**src/rtl/silife_grid_arbiter_if.sv**
```systemverilog
`default_nettype none
// +----------------------------------------------------------------------------+
// | silife_grid_arbiter_if                                                     |
// | Row-write requests in, granted row data and generation strobe out.          |
// | Revision: 1.0                                                              |
// +----------------------------------------------------------------------------+
interface silife_grid_arbiter_if #(
    parameter int WIDTH  = 32,
    parameter int HEIGHT = 32,
    parameter int N_REQ  = 3
);
    localparam int ROW_BITS = (HEIGHT > 1) ? $clog2(HEIGHT) : 1;

    logic [N_REQ-1:0]          i_req;
    logic [N_REQ-1:0]          i_lock;
    logic [N_REQ*ROW_BITS-1:0] i_row;
    logic [N_REQ*WIDTH-1:0]    i_set_cells;
    logic [N_REQ*WIDTH-1:0]    i_clear_cells;
    logic                      i_gen_req;

    logic [N_REQ-1:0]          o_gnt;
    logic [ROW_BITS-1:0]       o_row_select;
    logic [WIDTH-1:0]          o_set_cells;
    logic [WIDTH-1:0]          o_clear_cells;
    logic                      o_gen_enable;
    logic                      o_gen_pending;
    logic                      o_timeout;

    modport slave (
        input  i_req, i_lock, i_row, i_set_cells, i_clear_cells, i_gen_req,
        output o_gnt, o_row_select, o_set_cells, o_clear_cells,
               o_gen_enable, o_gen_pending, o_timeout
    );

    modport master (
        output i_req, i_lock, i_row, i_set_cells, i_clear_cells, i_gen_req,
        input  o_gnt, o_row_select, o_set_cells, o_clear_cells,
               o_gen_enable, o_gen_pending, o_timeout
    );
endinterface
`default_nettype wire

```
**src/rtl/silife_grid_arbiter.sv**
```systemverilog
`default_nettype none
// +----------------------------------------------------------------------------+
// | silife_grid_arbiter                                                        |
// | Round-robin row-port arbiter with burst lock, watchdog and gen scheduling. |
// | Revision: 1.0                                                              |
// +----------------------------------------------------------------------------+
module silife_grid_arbiter #(
    parameter int WIDTH    = 32,
    parameter int HEIGHT   = 32,
    parameter int N_REQ    = 3,
    parameter int MAX_HOLD = 64
) (
    input  wire logic            clk,
    input  wire logic            reset_n,
    silife_grid_arbiter_if.slave bus
);
    localparam int c_ROW_BITS  = (HEIGHT > 1) ? $clog2(HEIGHT) : 1;
    localparam int c_RR_BITS   = (N_REQ > 1) ? $clog2(N_REQ) : 1;
    localparam int c_HOLD_BITS = (MAX_HOLD > 1) ? $clog2(MAX_HOLD) : 1;
    localparam logic [c_HOLD_BITS-1:0] c_HOLD_LAST = c_HOLD_BITS'(MAX_HOLD - 1);

    typedef enum logic [1:0] {
        S_IDLE  = 2'd0,
        S_GRANT = 2'd1,
        S_GEN   = 2'd2
    } state_t;

    state_t                 r_state;
    logic [N_REQ-1:0]       r_gnt;
    logic [c_RR_BITS-1:0]   r_rr;
    logic [c_HOLD_BITS-1:0] r_hold_cnt;
    logic                   r_gen_pending;
    logic                   r_timeout;

    state_t                 w_state_nxt;
    logic [N_REQ-1:0]       w_gnt_nxt;
    logic [c_RR_BITS-1:0]   w_rr_nxt;
    logic [c_HOLD_BITS-1:0] w_hold_nxt;
    logic                   w_pending_nxt;
    logic                   w_timeout_nxt;
    logic                   w_pending_eff;
    logic                   w_holder_locked;
    logic                   w_continue;
    logic                   w_found;
    int                     w_idx;

    logic [c_ROW_BITS-1:0]  w_row_sel;
    logic [WIDTH-1:0]       w_set;
    logic [WIDTH-1:0]       w_clr;

    always_ff @(posedge clk or negedge reset_n) begin
        if (!reset_n) begin
            r_state       <= S_IDLE;
            r_gnt         <= '0;
            r_rr          <= '0;
            r_hold_cnt    <= '0;
            r_gen_pending <= 1'b0;
            r_timeout     <= 1'b0;
        end else begin
            r_state       <= w_state_nxt;
            r_gnt         <= w_gnt_nxt;
            r_rr          <= w_rr_nxt;
            r_hold_cnt    <= w_hold_nxt;
            r_gen_pending <= w_pending_nxt;
            r_timeout     <= w_timeout_nxt;
        end
    end

    assign w_pending_eff   = r_gen_pending | bus.i_gen_req;
    assign w_holder_locked = |(r_gnt & bus.i_req & bus.i_lock);
    assign w_continue      = (r_state == S_GRANT) && w_holder_locked && (r_hold_cnt != c_HOLD_LAST);

    always_comb begin
        w_state_nxt   = S_IDLE;
        w_gnt_nxt     = '0;
        w_rr_nxt      = r_rr;
        w_hold_nxt    = '0;
        w_pending_nxt = w_pending_eff;
        w_timeout_nxt = 1'b0;
        w_found       = 1'b0;
        w_idx         = 0;

        if (w_continue) begin
            w_state_nxt = S_GRANT;
            w_gnt_nxt   = r_gnt;
            w_hold_nxt  = r_hold_cnt + 1'b1;
        end else begin
            // Holder still wants the port here only if the watchdog expired
            w_timeout_nxt = (r_state == S_GRANT) && w_holder_locked;
            if (w_pending_eff && (r_state != S_GEN)) begin
                w_state_nxt   = S_GEN;
                w_pending_nxt = 1'b0;
            end else if (!w_pending_eff) begin
                for (int i = 0; i < N_REQ; i++) begin
                    w_idx = int'(r_rr) + i;
                    if (w_idx >= N_REQ) begin
                        w_idx = w_idx - N_REQ;
                    end
                    if (!w_found && bus.i_req[w_idx]) begin
                        w_found          = 1'b1;
                        w_state_nxt      = S_GRANT;
                        w_gnt_nxt[w_idx] = 1'b1;
                        w_rr_nxt         = (w_idx == N_REQ - 1) ? '0 : c_RR_BITS'(w_idx + 1);
                    end
                end
            end
        end
    end

    always_comb begin
        w_row_sel = '0;
        w_set     = '0;
        w_clr     = '0;
        for (int k = 0; k < N_REQ; k++) begin
            if (r_gnt[k]) begin
                w_row_sel = w_row_sel | bus.i_row[k*c_ROW_BITS +: c_ROW_BITS];
                w_set     = w_set     | bus.i_set_cells[k*WIDTH +: WIDTH];
                w_clr     = w_clr     | bus.i_clear_cells[k*WIDTH +: WIDTH];
            end
        end
    end

    assign bus.o_gnt         = r_gnt;
    assign bus.o_row_select  = w_row_sel;
    assign bus.o_set_cells   = w_set;
    assign bus.o_clear_cells = w_clr;
    assign bus.o_gen_enable  = (r_state == S_GEN);
    assign bus.o_gen_pending = r_gen_pending;
    assign bus.o_timeout     = r_timeout;

endmodule
`default_nettype wire

```
**src/flat_wrapper.sv**
```systemverilog
// flat-port wrapper written by rule: the top's interface ports become plain ports
module silife_grid_arbiter_flat 
#(
    parameter int WIDTH    = 32,
    parameter int HEIGHT   = 32,
    parameter int N_REQ    = 3,
    parameter int MAX_HOLD = 64
)
  (clk, reset_n, bus_i_req, bus_i_lock, bus_i_row, bus_i_set_cells, bus_i_clear_cells, bus_i_gen_req, bus_o_gnt, bus_o_row_select, bus_o_set_cells, bus_o_clear_cells, bus_o_gen_enable, bus_o_gen_pending, bus_o_timeout);
  silife_grid_arbiter_if #(.WIDTH(WIDTH), .HEIGHT(HEIGHT), .N_REQ(N_REQ)) bus_i ();
  input  wire logic clk;
  input  wire logic reset_n;
  input wire logic [$bits(bus_i.i_req)-1:0] bus_i_req;
  input wire logic [$bits(bus_i.i_lock)-1:0] bus_i_lock;
  input wire logic [$bits(bus_i.i_row)-1:0] bus_i_row;
  input wire logic [$bits(bus_i.i_set_cells)-1:0] bus_i_set_cells;
  input wire logic [$bits(bus_i.i_clear_cells)-1:0] bus_i_clear_cells;
  input wire logic [$bits(bus_i.i_gen_req)-1:0] bus_i_gen_req;
  output wire logic [$bits(bus_i.o_gnt)-1:0] bus_o_gnt;
  output wire logic [$bits(bus_i.o_row_select)-1:0] bus_o_row_select;
  output wire logic [$bits(bus_i.o_set_cells)-1:0] bus_o_set_cells;
  output wire logic [$bits(bus_i.o_clear_cells)-1:0] bus_o_clear_cells;
  output wire logic [$bits(bus_i.o_gen_enable)-1:0] bus_o_gen_enable;
  output wire logic [$bits(bus_i.o_gen_pending)-1:0] bus_o_gen_pending;
  output wire logic [$bits(bus_i.o_timeout)-1:0] bus_o_timeout;
  assign bus_i.i_req = bus_i_req;
  assign bus_i.i_lock = bus_i_lock;
  assign bus_i.i_row = bus_i_row;
  assign bus_i.i_set_cells = bus_i_set_cells;
  assign bus_i.i_clear_cells = bus_i_clear_cells;
  assign bus_i.i_gen_req = bus_i_gen_req;
  assign bus_o_gnt = bus_i.o_gnt;
  assign bus_o_row_select = bus_i.o_row_select;
  assign bus_o_set_cells = bus_i.o_set_cells;
  assign bus_o_clear_cells = bus_i.o_clear_cells;
  assign bus_o_gen_enable = bus_i.o_gen_enable;
  assign bus_o_gen_pending = bus_i.o_gen_pending;
  assign bus_o_timeout = bus_i.o_timeout;
  silife_grid_arbiter #(.WIDTH(WIDTH), .HEIGHT(HEIGHT), .N_REQ(N_REQ), .MAX_HOLD(MAX_HOLD)) u_core (.clk(clk), .reset_n(reset_n), .bus(bus_i));
endmodule
```
**config.mk**
```make
export PLATFORM = sky130hd
export DESIGN_NAME = silife_grid_arbiter_flat
export DESIGN_NICKNAME = d
export VERILOG_FILES = /design/src/rtl/silife_grid_arbiter_if.sv /design/src/rtl/silife_grid_arbiter.sv /design/src/flat_wrapper.sv
export SDC_FILE = /design/constraint.sdc
export NUM_CORES = 1
export LEC_CHECK = 0
export CAP_MARGIN = 20
export CORE_AREA = 2 2 114 116
export CTS_CLUSTER_SIZE = 30
export DETAILED_ROUTE_END_ITERATION = 16
export DIE_AREA = 0 0 116 118
export DONT_BUFFER_PORTS = 1
export SETUP_SLACK_MARGIN = 0.4
export SYNTH_ARGS = -nofsm -noshare
export SYNTH_HDL_FRONTEND = slang
export SYNTH_SLANG_ARGS = --single-unit
```
**constraint.sdc**
```tcl
create_clock -name clk -period 2.15 [get_ports clk]
set_input_delay 0.5375 -clock clk [delete_from_list [all_inputs] [get_ports clk]]
set_output_delay 0.5375 -clock clk [all_outputs]
set_load 0.01 [all_outputs]
```
; ---- Word-level counts from Yosys, hierarchy flattened
; Cells that the tools add are included.
[totals]
wordCells = 129
input_bits = 216
output_inout_bits = 75
reg_bits = 15
[op_classes]
magnitude_cmp = 9
n_eq_ne = 7
bitwise = 14
muxes = 71
add_sub_neg = 9
n_reduce_logical = 13
[ops]
columns = operator, count
row1 = two-way mux 32 bit, 18
row2 = OR 32 bit, 4
row3 = "equality test 32 x 3 -> 1 bit, second input constant", 3
row4 = ">= comparator 32 x 1 -> 1 bit, second input constant", 3
row5 = "less-than comparator 32 x 4 -> 1 bit, second input constant", 3
row6 = ">= comparator 32 x 3 -> 1 bit, second input constant", 2
row7 = "subtractor 32 x 3 -> 32 bit, second input constant", 2
row8 = two-way mux 3 bit, 11
row9 = two-way mux 1 bit, 23
row10 = two-way mux 2 bit, 9
row11 = two-way mux 5 bit, 3
row12 = OR 5 bit, 2
row13 = logical AND 1 bit, 8
row14 = "adder 2 bit, second input constant", 3
row15 = "adder 6 x 1 -> 6 bit, second input constant", 1
row16 = bitwise AND 3 bit, 2
row17 = binary-select mux 1 bit (select 2 bit), 3
row18 = demux 1 bit (select 2 bit), 3
row19 = two-way mux 6 bit, 1
row20 = "inequality test 6 bit, second input constant", 1
row21 = OR 3 bit, 2
row22 = AND reduction 4 bit, 1
row23 = "adder 2 x 1 -> 3 bit, second input constant", 1
row24 = "adder 2 x 2 -> 3 bit, second input constant", 1
row25 = 10 further kinds, 13

; ---- Depth between registers and ports, before layout
[logic_depth]
word_depth = 25
ltp_mapped = 8
ltp_nobuf = 7

; ---- Worst setup path before layout
; OpenSTA, ideal clock, no wires.
[synth_timing]
path_type = register to register
startpoint = reg u_core.r_rr[0]
endpoint = reg u_core.r_rr[1]
path_slack_ps = 382
period_less_slack_ps = 1768
setup_time_ps = 121
stages_incl_launch_ff = 8
n_path_buf = 0
arrival_time_ps = 1646
required_ps = 2029
cell_sequence = dfrtp_1 inv_1 ha_1 mux2i_1 o22ai_2 nor3_1 a21oi_2 o22a_1
[synth_via]
elab_chain_len = 22
word_cells_on_any_way = 55
cone_classes = 8 x add/sub / 3 x order compare / 3 x eq/ne / 35 x mux / 6 x reduce/logical
[synth_lines]
columns = item, line
row1 = start: declaration, silife_grid_arbiter.sv:30  ; logic [c_RR_BITS-1:0] r_rr;
row2 = start signal: assignment, silife_grid_arbiter.sv:62  ; r_rr <= w_rr_nxt;
row3 = branches (longest 22 deep; another with subtractor 32 x 3 -> 32 bit), n/a
; Parallel ways; which one is timed is not known. The select of a mux whose other input is x is not followed.
; A chain may end at the register's enable or synchronous reset.

; ---- Worst setup path after layout
[layout_timing]
startpoint = reg u_core.r_gnt[1] (netlist: u_core.bus.o_gnt[1])
endpoint = out bus_o_set_cells[7]
[layout_via]
elab_chain_len = 3
[layout_lines]
columns = item, line
row1 = start: declaration, silife_grid_arbiter.sv:29  ; logic [N_REQ-1:0] r_gnt;
row2 = start signal: assignment, silife_grid_arbiter.sv:61  ; r_gnt <= w_gnt_nxt;
row3 = two-way mux 32 bit (*), silife_grid_arbiter.sv:115  ; if (r_gnt[k]) begin
row4 = OR 32 bit, silife_grid_arbiter.sv:117  ; w_set = w_set | bus.i_set_cells[k*WIDTH +: WIDTH];
row5 = two-way mux 32 bit (*), silife_grid_arbiter.sv:115
row6 = end: declaration, flat_wrapper.sv:21  ; output wire logic [$bits(bus_i.o_set_cells)-1:0] bus_o_set_cells;
; Every way passes the cells marked *; elsewhere a longest branch is shown, timed or not.

==> qor.csv <==
stage,metric,value,unit
power_and_ir_drop,clock power share,8.4,%
global_routing,pin count of the biggest net entering global routing,43,
drt,WL per Instance,28.2,um
global_routing,gr usage total,15.6,%
setup_path,Worst EP required,1.61,ns
logic_synthesis,synthesized instance count,267,
sta,final worst-path cycle share,106,%
logic_synthesis,total number of yosys warnings,0,
logic_synthesis,"Top FF cell, synth",dfrtp_1,
sta,Final setup viols,39,
logic_synthesis,Avg Inst Size Synth,7.47,um^2
logic_synthesis,synth top area cells,"a222oi_1 35%, dfrtp_1 19%, inv_1 14%",
sta,unrepaired setup endpoints after global routing,true,
global_routing,initial antenna violation count,0,
sta,final setup margin,-0.137,ns
drt,WL final,12800,um
clock_tree,H-tree levels,1,
sta,final hold vios,0,
floorplan,Initial Util,16.1,%
setup_path,Worst Setup SP,u_core.bus.o_gnt[1],
global_routing,first-pass GRT wire length,15700,um
clock_tree,CTS tree,built,
clock_tree,"Reg clk slew, reported paths",0.05,ns
setup_path,CP max-delay cell,a222oi_1,
cells_and_area,Area Overhead vs Synth,39.1,%
logic_synthesis,asr flop ratio synth,100,%
power_and_ir_drop,total power draw,0.00420,W
logic_synthesis,area share of the largest cell type after synthesis,34.6,%
power_and_ir_drop,sw power,0.00216,W
setup_path,peak fanout along the critical path,21,
run_status,failing checks,negative setup slack,
drt,remaining antenna violation count,0,
global_routing,total grt overflow,0,
floorplan,# IOs,291,
power_and_ir_drop,Power Dens Cells,1510,nW/um^2
placed_design,IO Port Bufs,0,
sta,Pins Over Slew Limit,0,
floorplan,Die Area,13700,um^2
floorplan,CORE AREA,12400,um^2
drt,Vias,2694,
power_and_ir_drop,Worst VDD drop,0.000790,V
drt,Iter 0 DRT Violations,575,
run_status,status,"complete, but fails checks",
cells_and_area,"commonest non-fill, non-tap cells in the layout","71 x inv_1, 69 x a222oi_1, 20 x buf_4",
sta,Fin Setup TNS,-2.35,ns
power_and_ir_drop,Gate power share,81.4,%
setup_path,Worst Path Arrival,1.75,ns
setup_path,crit-path max cell delay,0.69,ns
logic_synthesis,Yosys top cell by area,a222oi_1,
power_and_ir_drop,Sw Share,51.3,%
setup_path,sum of buffers and inverters on the critical path,2,
setup_path,crit path cell chain,"buf_12, a222oi_1, inv_1",
sta,Min Hold Slack,0.396,ns
worst_hold_path,Worst Hold Depth,1,
power_and_ir_drop,cell-internal power,0.00204,W
clock_tree,Root Buffer,clkbuf_16,
placed_design,pre-CTS setup slack,0.0670,ns
clock_tree,total CTS buffers,3,
sta,slew at the pin with the worst max-slew slack,0.766,ns
clock_tree,clk buf depth,2,
worst_hold_path,Hold Path Class,input pin to flop,
logic_synthesis,"Seq/Total Area, Yosys",18.8,%
logic_synthesis,synth unique cells,39,
logic_synthesis,Synthesized Nets,488,
worst_hold_path,Hold EP,u_core.r_state[0],
global_routing,vias in the first global route,2408,
placed_design,dpl hpwl,9380,um
sta,clk_skew,0.00200,ns
worst_hold_path,Hold Crit Start,bus_i_gen_req,
cells_and_area,Final #Nets,504,
sta,fin crit period,2.29,ns
run,total of max-cap violations,0,
floorplan,row count,41,
placed_design,Placed Instances,419,
setup_path,reg2reg path depth,6,
setup_path,critical path startpoint category,flop,
floorplan,Die Y,118,um
placed_design,GP Congestion,0.810,
setup_path,RR Startpoint,u_core.bus.o_gnt[2],
cells_and_area,number of diodes,0,
logic_synthesis,number of synthesized flops with an enable pin,0,
sta,fmax,437,MHz
cells_and_area,"commonest non-fill, non-tap cell in the layout",inv_1,
setup_path,CP Class,flop to primary output,
cells_and_area,fraction of layout cells with a size suffix above 1,24.5,%
setup_path,cell family with most CP delay,compound AO/OA/AOI/OAI gates,
drt,detailed-route DRC error count,0,
power_and_ir_drop,Seq pwr share,10.3,%
drt,DR pass1 iterations,9,
logic_synthesis,Yosys reg bits,15,
floorplan,DIE WIDTH,116,um
sta,slew margin rel.,48.9,%
clock_tree,latest clock arrival within the worst-skew pair,0.24,ns
drt,Vias/cell,5.93,
setup_path,flop-to-flop setup slack,0.34,ns
cells_and_area,Filler cells,1370,
setup_path,kind of end point of the critical path,primary output,
clock_tree,CTS sink count,15,
power_and_ir_drop,Leak Pwr,1.42,nW
cells_and_area,post-route insts no fill,454,
setup_path,reg-to-reg critical path endpoint,u_core.r_rr[1],
logic_synthesis,Mapped Area,1990,um^2
sequential cells by signal, indices dropped and copies added (netlist names):
name                      flops
u_core.bus.o_gen_pending      1
u_core.bus.o_gnt              3
u_core.bus.o_timeout          1
u_core.r_hold_cnt             6
u_core.r_rr                   2
u_core.r_state                2
layout make-up:
class                   instances  area [um^2]  share of cell area, %
well taps                     172          215                   7.76
flip-flops and latches         15          380                   13.7
inverters                      74          278                   10.0
multi-input cells             151         1350                   48.5
repair buffers                 38          477                   17.2
clock buffers                   4         78.8                   2.84
worst register-to-register path, cell delays in order (launching register included):
cell	delay [ns]
dfrtp_2	0.40
buf_12	0.19
nand3_1	0.13
a311o_2	0.48
o21ai_4	0.24
a21oi_2	0.07
o22a_1	0.19
routing by layer:
layer,share of wire [%],vias up,track usage [%],wire (um)
li1,-,1075,-,-
met1,37,1345,19.9,4800
met2,50,253,27.0,6410
met3,11,21,3.96,1460
met4,1.2,0,1.64,156
met5,0,-,0,0
worst max-delay path by stage:
stage          cells past startpoint                     to  slack (ns)
6_report                           3     bus_o_set_cells[7]       -0.14
5_1_grt                            4     bus_o_set_cells[4]       -0.21
4_1_cts                            4  bus_o_clear_cells[22]       -0.15
3_5_place_dp                       3  bus_o_clear_cells[22]        0.07
3_3_place_gp                       3  bus_o_clear_cells[22]        0.08
2_1_floorplan                      4     bus_o_set_cells[4]        0.43
cell usage after synthesis (2+ instances only):
| library cell | number |
|---|---|
| nand3_1 | 6 |
| nor2b_1 | 4 |
| nor2_1 | 15 |
| and2_1 | 3 |
| ha_1 | 5 |
| mux2i_1 | 3 |
| o21ai_0 | 4 |
| buf_2 | 4 |
| xor2_1 | 2 |
| nand2_1 | 9 |
| inv_1 | 74 |
| clkbuf_1 | 21 |
| xnor2_1 | 2 |
| a31oi_1 | 3 |
| dfrtp_1 | 15 |
| o31ai_1 | 2 |
| a21oi_1 | 2 |
| a222oi_1 | 69 |
| nor3_1 | 3 |
| o22a_1 | 2 |
through the flow:
stage          util [%]  area (um^2)
2_1_floorplan         -         2010
3_3_place_gp       17.7         2190
3_5_place_dp       17.7         2190
4_1_cts            20.5         2540
5_1_grt            22.3         2770
6_report           22.3         2770
cells by family (layout without fill, tap and decap cells):
family / count (synthesis) / in the layout / share of synthesized area, %
buffers and inverters: 101 / 116 / 19.8
AOI/OAI and AO/OA: 94 / 94 / 44.3
and+or+nand+nor: 45 / 45 / 10.7
DFF: 15 / 15 / 18.8
adders and majority gates: 5 / 5 / 3.14
xor gates and xnor gates: 4 / 4 / 1.76
muxes: 3 / 3 / 1.51
power by group through the flow:
| stage | Combinational (W) | Sequential (W) | Clock (W) |
|---|---|---|---|
| detailed placement | 0.00246 | 0.000435 | 0 |
| global placement | 0.00238 | 0.000427 | 0 |
| finish | 0.00342 | 0.000431 | 0.000351 |
| global route | 0.00362 | 0.000439 | 0.000380 |
| floorplan | 0.00193 | 0.000402 | 0 |
| CTS | 0.00293 | 0.000424 | 0.000358 |
what timing repair did:
action                                  in CTS  in global routing
endpoints found under the setup margin      80                 82
hold buffers                                 1                  0
resized for setup                           16                 25
setup buffers                               10                 14
endpoints found under the hold margin       15                  0
pin swaps                                   15                 18
gates cloned                                 4                  2
No activity file was read; power rests on OpenSTA's default activity.
